==> src/rtl/alu_sum_accumulator.sv <==
// alu_sum_accumulator
// Sums a programmed number of adder results arriving on a valid/ready
// stream into a wider running total. Presents the total and a sticky
// carry-out flag on a valid/ready result handshake.

module alu_sum_accumulator #(
    parameter int IN_W  = 4,
    parameter int ACC_W = 6,
    parameter int CNT_W = 4
) (
    input  logic             clk,
    input  logic             rst_n,
    input  logic             start,
    input  logic [CNT_W-1:0] len,
    input  logic             in_valid,
    input  logic [IN_W-1:0]  in_data,
    output logic             in_ready,
    output logic             out_valid,
    output logic [ACC_W-1:0] out_data,
    output logic             out_ovf,
    input  logic             out_ready,
    output logic             busy
);

    typedef enum logic [1:0] {
        ST_IDLE  = 2'd0,
        ST_ACCUM = 2'd1,
        ST_DONE  = 2'd2
    } state_t;

    // Zero-extension width that lifts an input beat to the sum width.
    localparam int EXT_W = ACC_W + 1 - IN_W;

    state_t             r_state;
    logic [ACC_W-1:0]   r_acc;
    logic               r_ovf;
    logic [CNT_W-1:0]   r_cnt;

    state_t             w_state_nxt;
    logic [ACC_W-1:0]   w_acc_nxt;
    logic               w_ovf_nxt;
    logic [CNT_W-1:0]   w_cnt_nxt;
    logic [ACC_W:0]     w_sum;
    logic               w_in_fire;
    logic               w_out_fire;

    // Carry-preserving sum of one beat with the running total.
    function automatic logic [ACC_W:0] beat_sum(
        input logic [ACC_W-1:0] acc,
        input logic [IN_W-1:0]  beat
    );
        beat_sum = {1'b0, acc} + {{EXT_W{1'b0}}, beat};
    endfunction

    // Handshake qualifiers and the candidate sum for this cycle.
    always_comb begin
        w_in_fire  = in_valid && (r_state == ST_ACCUM);
        w_out_fire = out_ready && (r_state == ST_DONE);
        w_sum      = beat_sum(r_acc, in_data);
    end

    // Next-state and datapath update decode.
    always_comb begin
        w_state_nxt = r_state;
        w_acc_nxt   = r_acc;
        w_ovf_nxt   = r_ovf;
        w_cnt_nxt   = r_cnt;
        case (r_state)
            ST_IDLE: begin
                if (start) begin
                    w_acc_nxt = {ACC_W{1'b0}};
                    w_ovf_nxt = 1'b0;
                    w_cnt_nxt = len;
                    if (len != {CNT_W{1'b0}}) begin
                        w_state_nxt = ST_ACCUM;
                    end else begin
                        // Empty run: present the cleared total right away.
                        w_state_nxt = ST_DONE;
                    end
                end else begin
                    w_state_nxt = ST_IDLE;
                end
            end
            ST_ACCUM: begin
                if (w_in_fire) begin
                    w_acc_nxt = w_sum[ACC_W-1:0];
                    w_ovf_nxt = r_ovf | w_sum[ACC_W];
                    w_cnt_nxt = r_cnt - {{(CNT_W-1){1'b0}}, 1'b1};
                    if (r_cnt == {{(CNT_W-1){1'b0}}, 1'b1}) begin
                        w_state_nxt = ST_DONE;
                    end else begin
                        w_state_nxt = ST_ACCUM;
                    end
                end else begin
                    w_state_nxt = ST_ACCUM;
                end
            end
            ST_DONE: begin
                // Result stays put until the consumer takes it.
                if (w_out_fire) begin
                    w_state_nxt = ST_IDLE;
                end else begin
                    w_state_nxt = ST_DONE;
                end
            end
            default: begin
                w_state_nxt = ST_IDLE;
                w_acc_nxt   = {ACC_W{1'b0}};
                w_ovf_nxt   = 1'b0;
                w_cnt_nxt   = {CNT_W{1'b0}};
            end
        endcase
    end

    // State and datapath registers with synchronous active-low reset.
    always_ff @(posedge clk) begin
        if (!rst_n) begin
            r_state <= ST_IDLE;
            r_acc   <= {ACC_W{1'b0}};
            r_ovf   <= 1'b0;
            r_cnt   <= {CNT_W{1'b0}};
        end else begin
            r_state <= w_state_nxt;
            r_acc   <= w_acc_nxt;
            r_ovf   <= w_ovf_nxt;
            r_cnt   <= w_cnt_nxt;
        end
    end

    // Outputs decode straight from registers so they carry no input paths.
    always_comb begin
        in_ready  = (r_state == ST_ACCUM);
        out_valid = (r_state == ST_DONE);
        busy      = (r_state != ST_IDLE);
        out_data  = r_acc;
        out_ovf   = r_ovf;
    end

endmodule
==> config.mk <==
export PLATFORM = sky130hd
export DESIGN_NAME = alu_sum_accumulator
export DESIGN_NICKNAME = d
export VERILOG_FILES = /design/src/rtl/alu_sum_accumulator.sv
export SDC_FILE = /design/constraint.sdc
export NUM_CORES = 1
export LEC_CHECK = 0
export BUFFER_PORTS_ARGS = -buffer_cell sky130_fd_sc_hd__buf_2
export CAP_MARGIN = 5
export CORE_MARGIN = 3
export CORE_UTILIZATION = 50
export DETAILED_ROUTE_END_ITERATION = 6
export PLACE_DENSITY = 0.75
export SYNTH_ARGS = -nofsm -noshare
export SYNTH_HDL_FRONTEND = slang
export SYNTH_SLANG_ARGS = --single-unit
==> constraint.sdc <==
create_clock -name clk -period 2.1 [get_ports clk]
set_input_delay 0.315 -clock clk [delete_from_list [all_inputs] [get_ports clk]]
set_output_delay 0.315 -clock clk [all_outputs]
set_load 0.01 [all_outputs]
* Yosys cells after proc, flatten, opt, wreduce, memory -nomap -nowiden
Cells that the tools add are included.
Cells by class: $add $sub $neg 2, equality and inequality tests 5, mux-type cells 15, bitwise logic cells 2, reduce and logical (&&, ||, !) cells 6
Operator list (number):
- 6-bit one-hot mux with 3 select lines | 1
- 6-bit two-way mux | 2
- 4-bit one-hot mux with 3 select lines | 1
- 2-bit two-way mux | 5
- 4-bit two-way mux | 2
- 6-bit by 4-bit adder with 7-bit output | 1
- 2-bit one-hot mux with 3 select lines | 1
- 4-bit by 1-bit equality test with 1-bit output, second input constant | 1
- 4-bit nonzero test | 1
- 4-bit by 1-bit subtractor with 4-bit output, second input constant | 1
- 1-bit one-hot mux with 3 select lines | 1
- 3-bit AND reduction | 1
- 2-bit by 1-bit equality test with 1-bit output, second input constant | 1
- 2-bit equality test, second input constant | 1
- 1-bit logical AND | 2
- 2-bit zero test | 1
- 1-bit two-way mux | 2
- 2-bit by 1-bit != test with 1-bit output, second input constant | 1
- 2-bit != test, second input constant | 1
- 2-bit nonzero test | 1
- 1-bit inverter | 1
- 1-bit bitwise OR | 1
Storage, ports and cells: flip-flop bits (word level) 13, output and inout port bits 10

* Logic depth before layout (Yosys ltp)
Gate-level depths: netlist (run 1).
word-level depth 4, mapped depth 6, mapped depth without buffers 6

* Least setup slack after synthesis (run 1)
Ideal clock, no wire load.
path type flip-flop to flip-flop, from register r_acc[0], in the netlist out_data[0], to register r_ovf, in the netlist out_ovf, setup time 0.115 ns, data arrival time 1.499 ns, setup slack 0.486 ns, cell stages (with the launch flop) 7, path through dfxtp_1 ha_1 fa_1 a21o_1 a21oi_1 nor3_1 o21a_1
Between the ends: word-level cells in the longest chain between the ends 4
Ends and longest elaborated chain:
- start, declared | line 35 | logic [ACC_W-1:0] r_acc;
- start signal, assigned | line 119 | r_acc <= {ACC_W{1'b0}};
- start signal, assigned | line 124 | r_acc <= w_acc_nxt;
- 6-bit by 4-bit adder with 7-bit output | line 52 | beat_sum = {1'b0, acc} + {{EXT_W{1'b0}}, beat};
- 1-bit bitwise OR | line 87 | w_ovf_nxt = r_ovf | w_sum[ACC_W];
- 1-bit two-way mux | line 85 | if (w_in_fire) begin
- 1-bit one-hot mux with 3 select lines | line 68 | case (r_state)
- end signal, assigned | line 125 | r_ovf <= w_ovf_nxt;
- end, declared | line 36 | logic r_ovf;
No other way between the ends. The select of a mux whose other input is x is not followed. A chain may end at the register's enable or synchronous reset.

* Worst setup path after layout (run 1)
Same ends and word-level chain as after synthesis.

==> impl_metrics.py, run 1 <==
metrics = {
    "outcome": {
        "outcome": "complete, no violations",
    },
    "clock_tree": {
        "post_cts_resized": 0,
        "clk_path_buf_depth": 2,
        "cts_max_level": 1,
        "cts_root_buf": "clkbuf_4",
        "cts_tree": "yes",
        "clkTransAtPathRegs_ps": 80,
        "cts-buffers-inserted": 3,
        "post_cts_buffers": 0,
        "cts.sinks": 13,
        "clkLatencyLatePin_ps": 270,
        "hold_buffers": 0,
    },
    "global_route": {
        "grt_pass1_wl_microns": 2880,
        "grt_pass1_vias": 653,
        "gr-max-usage-layer": "met2",
        "grt_usage_pct": 18.4,
        "grtUsageMet2_pct": 30.4,
        "met1_usage_pct": 23.7,
        "overflow": 0,
        "antenna_found_initial": 0,
        "grt_max_degree": 12,
        "use_met3_pct": 3.45,
    },
    "power_and_ir_drop": {
        "p_total_w": 0.000575,
        "pwr_density_cell_mw_per_mm2": 596,
        "p_leak_nw": 0.474,
        "ir_drop_v": 0.000315,
    },
    "critical_path": {
        "path_delay_family": "adder cells",
        "crit_slowest_cell": "fa_1",
        "crit_path_max_fanout": 3,
        "critPathKind": "reg -> reg",
        "start_kind": "register",
        "arrival_ps": 1840,
        "endpoint_kind": "register",
        "cpPeakStageDelay_ps": 400,
        "required_ps": 2270,
        "path_cells": "ha_1 -> fa_1 -> a21o_1 -> a21oi_1 -> nor3_1 -> o21a_1",
        "cp_num_buf_inv": 0,
    },
    "timing": {
        "rsz0062_at_grt": "no",
        "fmax_mhz": 598,
        "report.final.slew_viol_count": 0,
        "setup_viol": 0,
        "finalHoldViolCount": 0,
        "finClkSkew_ps": 5.13,
        "period_share_pct": 79.7,
        "tightest_slew_ps": 388,
        "setup_tns_ps": 0,
        "fin_crit_ps": 1670,
        "slew-limit-headroom_pct": 74.1,
    },
    "cells_and_area": {
        "fillers": 144,
        "final_nets": 142,
        "diodes": 0,
        "drive_gt1_share_pct": 24.8,
        "multi_input_area_sq_um": 526,
        "syn_to_final_growth_pct": 14.1,
        "seq_area_sq_um": 260,
        "utilization_pct": 62.6,
    },
    "yosys": {
        "syn_nets": 120,
        "syn_inst": 100,
        "synth.area.top_cells": "dfxtp_1, ha_1, nand2_1",
        "synthAdderAreaFrac_pct": 11.2,
        "ys_top_cells_by_count": "dfxtp_1, nand2_1, nor2_1",
        "yosys.cell_types.count": 38,
        "ys.flop_type": "dfxtp_1",
        "synth_top_area_share_pct": 30.8,
        "synth_top_cell_by_area": "dfxtp_1",
        "yosys.area_share.xor_xnor_pct": 2.07,
        "syn_area_sq_um": 846,
        "ys_seq_elements": 13,
        "synth_compound_area_share_pct": 22.9,
        "synthMuxAreaShare_pct": 1.18,
        "synth-simple-area-share_pct": 24.7,
        "synth_top_family_by_area": "simple AND/OR/NAND/NOR gates",
        "seq_area_frac_synth_pct": 30.8,
        "syn_area_per_cell_sq_um": 8.46,
        "synth-edff-count": 0,
        "async_flop_share_pct": 0,
        "yosysMostFrequentCell": "dfxtp_1",
        "yosysWarnings": 0,
    },
    "routing": {
        "via_per_inst": 5.78,
        "dr.pass1.iters": 4,
        "wirelength_microns": 1810,
        "drt_iter0_drc": 15,
        "route.vias.total": 792,
        "post_drt_wl_per_cell_microns": 13.2,
        "drc_errors": 0,
        "detail-route-antenna-nets": 0,
    },
    "die": {
        "fp.dieW_microns": 47.1,
        "start_util_pct": 54.9,
        "rows": 14,
        "pin_count": 23,
        "core_sq_mm": 0.00154,
        "dieArea_sq_mm": 0.00222,
        "die_h_microns": 47.1,
    },
    "placement": {
        "hpwl_microns": 1360,
        "port_buffers": 22,
        "gp_congestion": 0.856,
    },
    "hold_path": {
        "hold_class": "in -> reg",
    },
    "run": {
        "drv_cap": 0,
    },
}
final cells by class:
class,count,share of cell area (%)
Clock buffer,4,2.72
Sequential cell,13,27.0
Inverter,6,2.33
Tap cell,16,2.08
Timing Repair Buffer,22,11.4
Multi-Input combinational cell,76,54.5
worst register-to-register path: stages, from the launching register on:
cell and delay, ps:
dfxtp_1 330, ha_1 220, fa_1 400, a21o_1 170, a21oi_1 210, nor3_1 80, o21a_1 160
flip-flops by register name (all words and copies together), names as in the netlist:
register,flops
r_state,2
r_cnt,4
out_data,6
out_ovf,1
path summary, 6_finish.rpt:
path,start,endpoint,slack [ps],cells after the start
min,rst_n,r_cnt[0],360,2
max reg2reg,out_data[0],out_ovf,430,6
max,out_data[0],out_ovf,430,6
min reg2reg,out_ovf,out_ovf,470,1
logic make-up (layout without fill, tap and decap cells):
| group | count (synthesis) | in the layout |
|---|---|---|
| adder cells (fa/ha/maj) | 7 | 7 |
| AO/OA/AOI/OAI | 28 | 28 |
| flip-flops | 13 | 13 |
| XOR/XNOR | 2 | 2 |
| multiplexers | 1 | 1 |
| buffers and inverters | 11 | 32 |
| AND/OR/NAND/NOR | 38 | 38 |
layout by cell type, fill, tap and decap left out, drive strengths merged, types with 3 or more instances in the layout:
master,count
nand3,6
dfxtp,13
o21ai,6
a21oi,4
clkbuf,4
inv,6
buf,22
ha,6
nand2,11
nor3,3
a21boi,6
nor2,7
layer usage:
layer / share of wire, % / routed length, microns
met5: 0 / 0
met4: 0.77 / 14
met3: 6.5 / 117
met2: 47 / 855
met1: 45 / 823
report_power, final:
part	internal, W	switching [W]
sequential	0.000261	0.0000186
combinational	0.0000640	0.0000784
clock	0.0000735	0.0000794
through the flow:
stage | area (sq um) | setup WS, ps | hold WS, ps | instances
finish | 965 | 427 | 355 | 137
global route | 965 | 333 | 361 | 137
CTS | 965 | 426 | 353 | 137
detailed placement | 938 | 320 | 450 | 133
global placement | 938 | 344 | 445 | 133
floorplan | 846 | 486 | 476 | 100
Power figures use the tool's default switching activity.
==> run 2, diff against run 1 <==
ABC_AREA = 1   (was not set)
CORE_UTILIZATION = 45   (was 50)
PLACE_DENSITY = 0.71   (was 0.75)
clock period = 1.4 ns   (was 2.1 ns; I/O delays follow)
==> impl_metrics.py, run 2 <==
metrics = {
    "timing": {
        "report.final.slew_viol_count": 0,
        "tightest_slew_ps": 299,
        "setup_viol": 0,
        "setup_tns_ps": 0,
        "slew-limit-headroom_pct": 80.0,
        "fmax_mhz": 721,
        "finClkSkew_ps": 5.08,
        "finalHoldViolCount": 0,
        "fin_crit_ps": 1390,
        "rsz0062_at_grt": "yes",
        "period_share_pct": 99.1,
    },
    "yosys": {
        "ys_seq_elements": 13,
        "async_flop_share_pct": 0,
        "synth.area.top_cells": "dfxtp_1, ha_1, nor2_1",
        "syn_nets": 135,
        "syn_area_per_cell_sq_um": 7.29,
        "ys.flop_type": "dfxtp_1",
        "yosysWarnings": 0,
        "syn_area_sq_um": 838,
        "synth_top_area_share_pct": 31.0,
        "yosys.cell_types.count": 21,
        "syn_inst": 115,
        "synth_top_cell_by_area": "dfxtp_1",
        "yosysMostFrequentCell": "nor2_1",
        "ys_top_cells_by_count": "nor2_1, nand2_1, dfxtp_1, a21oi_1, inv_1",
        "synth-edff-count": 0,
        "seq_area_frac_synth_pct": 31.0,
    },
    "cells_and_area": {
        "layout_commonest_cell": "buf_2",
        "diodes": 0,
        "fin_area_sq_mm": 0.00108,
        "final_cell_mix": "buf_2, nor2_1, nand2_1, inv_1, dfxtp_1",
        "final_nets": 164,
        "drive_gt1_share_pct": 33.6,
        "largest_register_ffs": 6,
        "syn_to_final_growth_pct": 28.8,
        "utilization_pct": 66.3,
    },
    "clock_tree": {
        "cts.sinks": 13,
        "cts_root_buf": "clkbuf_4",
        "cts_max_level": 1,
        "clkLatencyLatePin_ps": 270,
        "hold_buffers": 0,
        "cts_tree": "yes",
        "clk_path_buf_depth": 2,
        "clkTransAtPathRegs_ps": 80,
        "cts-buffers-inserted": 3,
    },
    "routing": {
        "route.vias.total": 862,
        "drt_iter0_drc": 10,
        "dr.pass1.iters": 4,
        "drc_errors": 0,
        "detail-route-antenna-nets": 0,
        "post_drt_wl_per_cell_microns": 11.9,
        "via_per_inst": 5.16,
        "wirelength_microns": 1990,
    },
    "hold_path": {
        "hp-start": "start",
        "hold_class": "in -> reg",
    },
    "power_and_ir_drop": {
        "pwr_density_cell_mw_per_mm2": 937,
        "p_leak_nw": 0.514,
        "ir_drop_v": 0.000530,
        "p_total_w": 0.00101,
    },
    "critical_path": {
        "crit-reg2reg-launch": "out_data[0]",
        "start_kind": "register",
        "crit_start": "out_data[0]",
        "crit_path_max_fanout": 3,
        "arrival_ps": 1550,
        "critPathKind": "reg -> reg",
        "endpoint_kind": "register",
        "required_ps": 1570,
    },
    "global_route": {
        "grt_pass1_vias": 799,
        "grt_pass1_wl_microns": 3360,
        "overflow": 0,
        "grt_usage_pct": 17.3,
        "grt_max_degree": 17,
        "antenna_found_initial": 0,
    },
    "die": {
        "fp.dieW_microns": 49.2,
        "pin_count": 23,
        "core_sq_mm": 0.00163,
        "start_util_pct": 51.5,
        "die_h_microns": 49.2,
        "rows": 14,
        "dieArea_sq_mm": 0.00242,
    },
    "outcome": {
        "outcome": "complete, no violations",
    },
    "placement": {
        "place_area_sq_um": 968,
        "port_buffers": 22,
        "hpwl_microns": 1470,
        "gp_congestion": 0.762,
    },
    "run": {
        "drv_cap": 0,
    },
}
==> run 2: routing by layer <==
layer,vias to the layer above,global-route usage (%),wire (microns)
met5,-,0,0
met2,22,31.0,1020
met3,2,3.98,100
met1,398,20.4,865
li1,440,-,-
met4,0,4.27,6
==> run 2: path summary, 6_finish.rpt <==
path,to,slack [ps],cells past startpoint
setup reg to reg,out_data[4],10,6
hold reg to reg,out_ovf,470,2
hold / removal,r_state[0],240,3
setup / recovery,out_data[4],10,6
==> run 2: cell families (layout without fill, tap and decap cells) <==
| family | Yosys count | count (layout) | synth area share (%) |
|---|---|---|---|
| fa+ha+maj | 7 | 7 | 11.3 |
| flops | 13 | 13 | 31.0 |
| simple gates | 50 | 50 | 30.3 |
| xor+xnor | 1 | 1 | 1.04 |
| buf+inv | 16 | 44 | 8.51 |
| compound gates | 28 | 28 | 17.8 |
==> run 2: final cells by class <==
type	instances	area [sq um]
clock buffers	4	26.3
well taps	24	30.0
fillers	147	549
flip-flops and latches	13	263
inverters	15	56.3
repair buffers	25	133
multi-input cells	86	572
==> run 2: power by group <==
part,internal [W],switching [W]
Combinational,0.000149,0.000192
Sequential,0.000404,0.0000403
Clock,0.000110,0.000117
Total,0.000663,0.000349
==> run 2: timing repair <==
item / 4_1_cts / 5_1_grt
resized for setup: 5 / 7
pin swaps: 2 / 4
setup buffers: 1 / 2
setup endpoints to repair: 1 / 7
==> run 2: worst max-delay path, stage by stage, from the launching register on <==
cell     delay [ps]
dfxtp_2         340
ha_4            160
fa_2            420
nand3_2         100
nand2_4          70
a21oi_2         140
nor2_1           40
==> run 2: per-stage QoR <==
step                worst slack (ps)  hold slack, ps  cells
detailed placement             -17.1             455    160
floorplan                       28.5             348    115
CTS                             5.76             224    165
global placement                19.1             457    160
global route                   -49.4             225    167
finish                          12.1             241    167
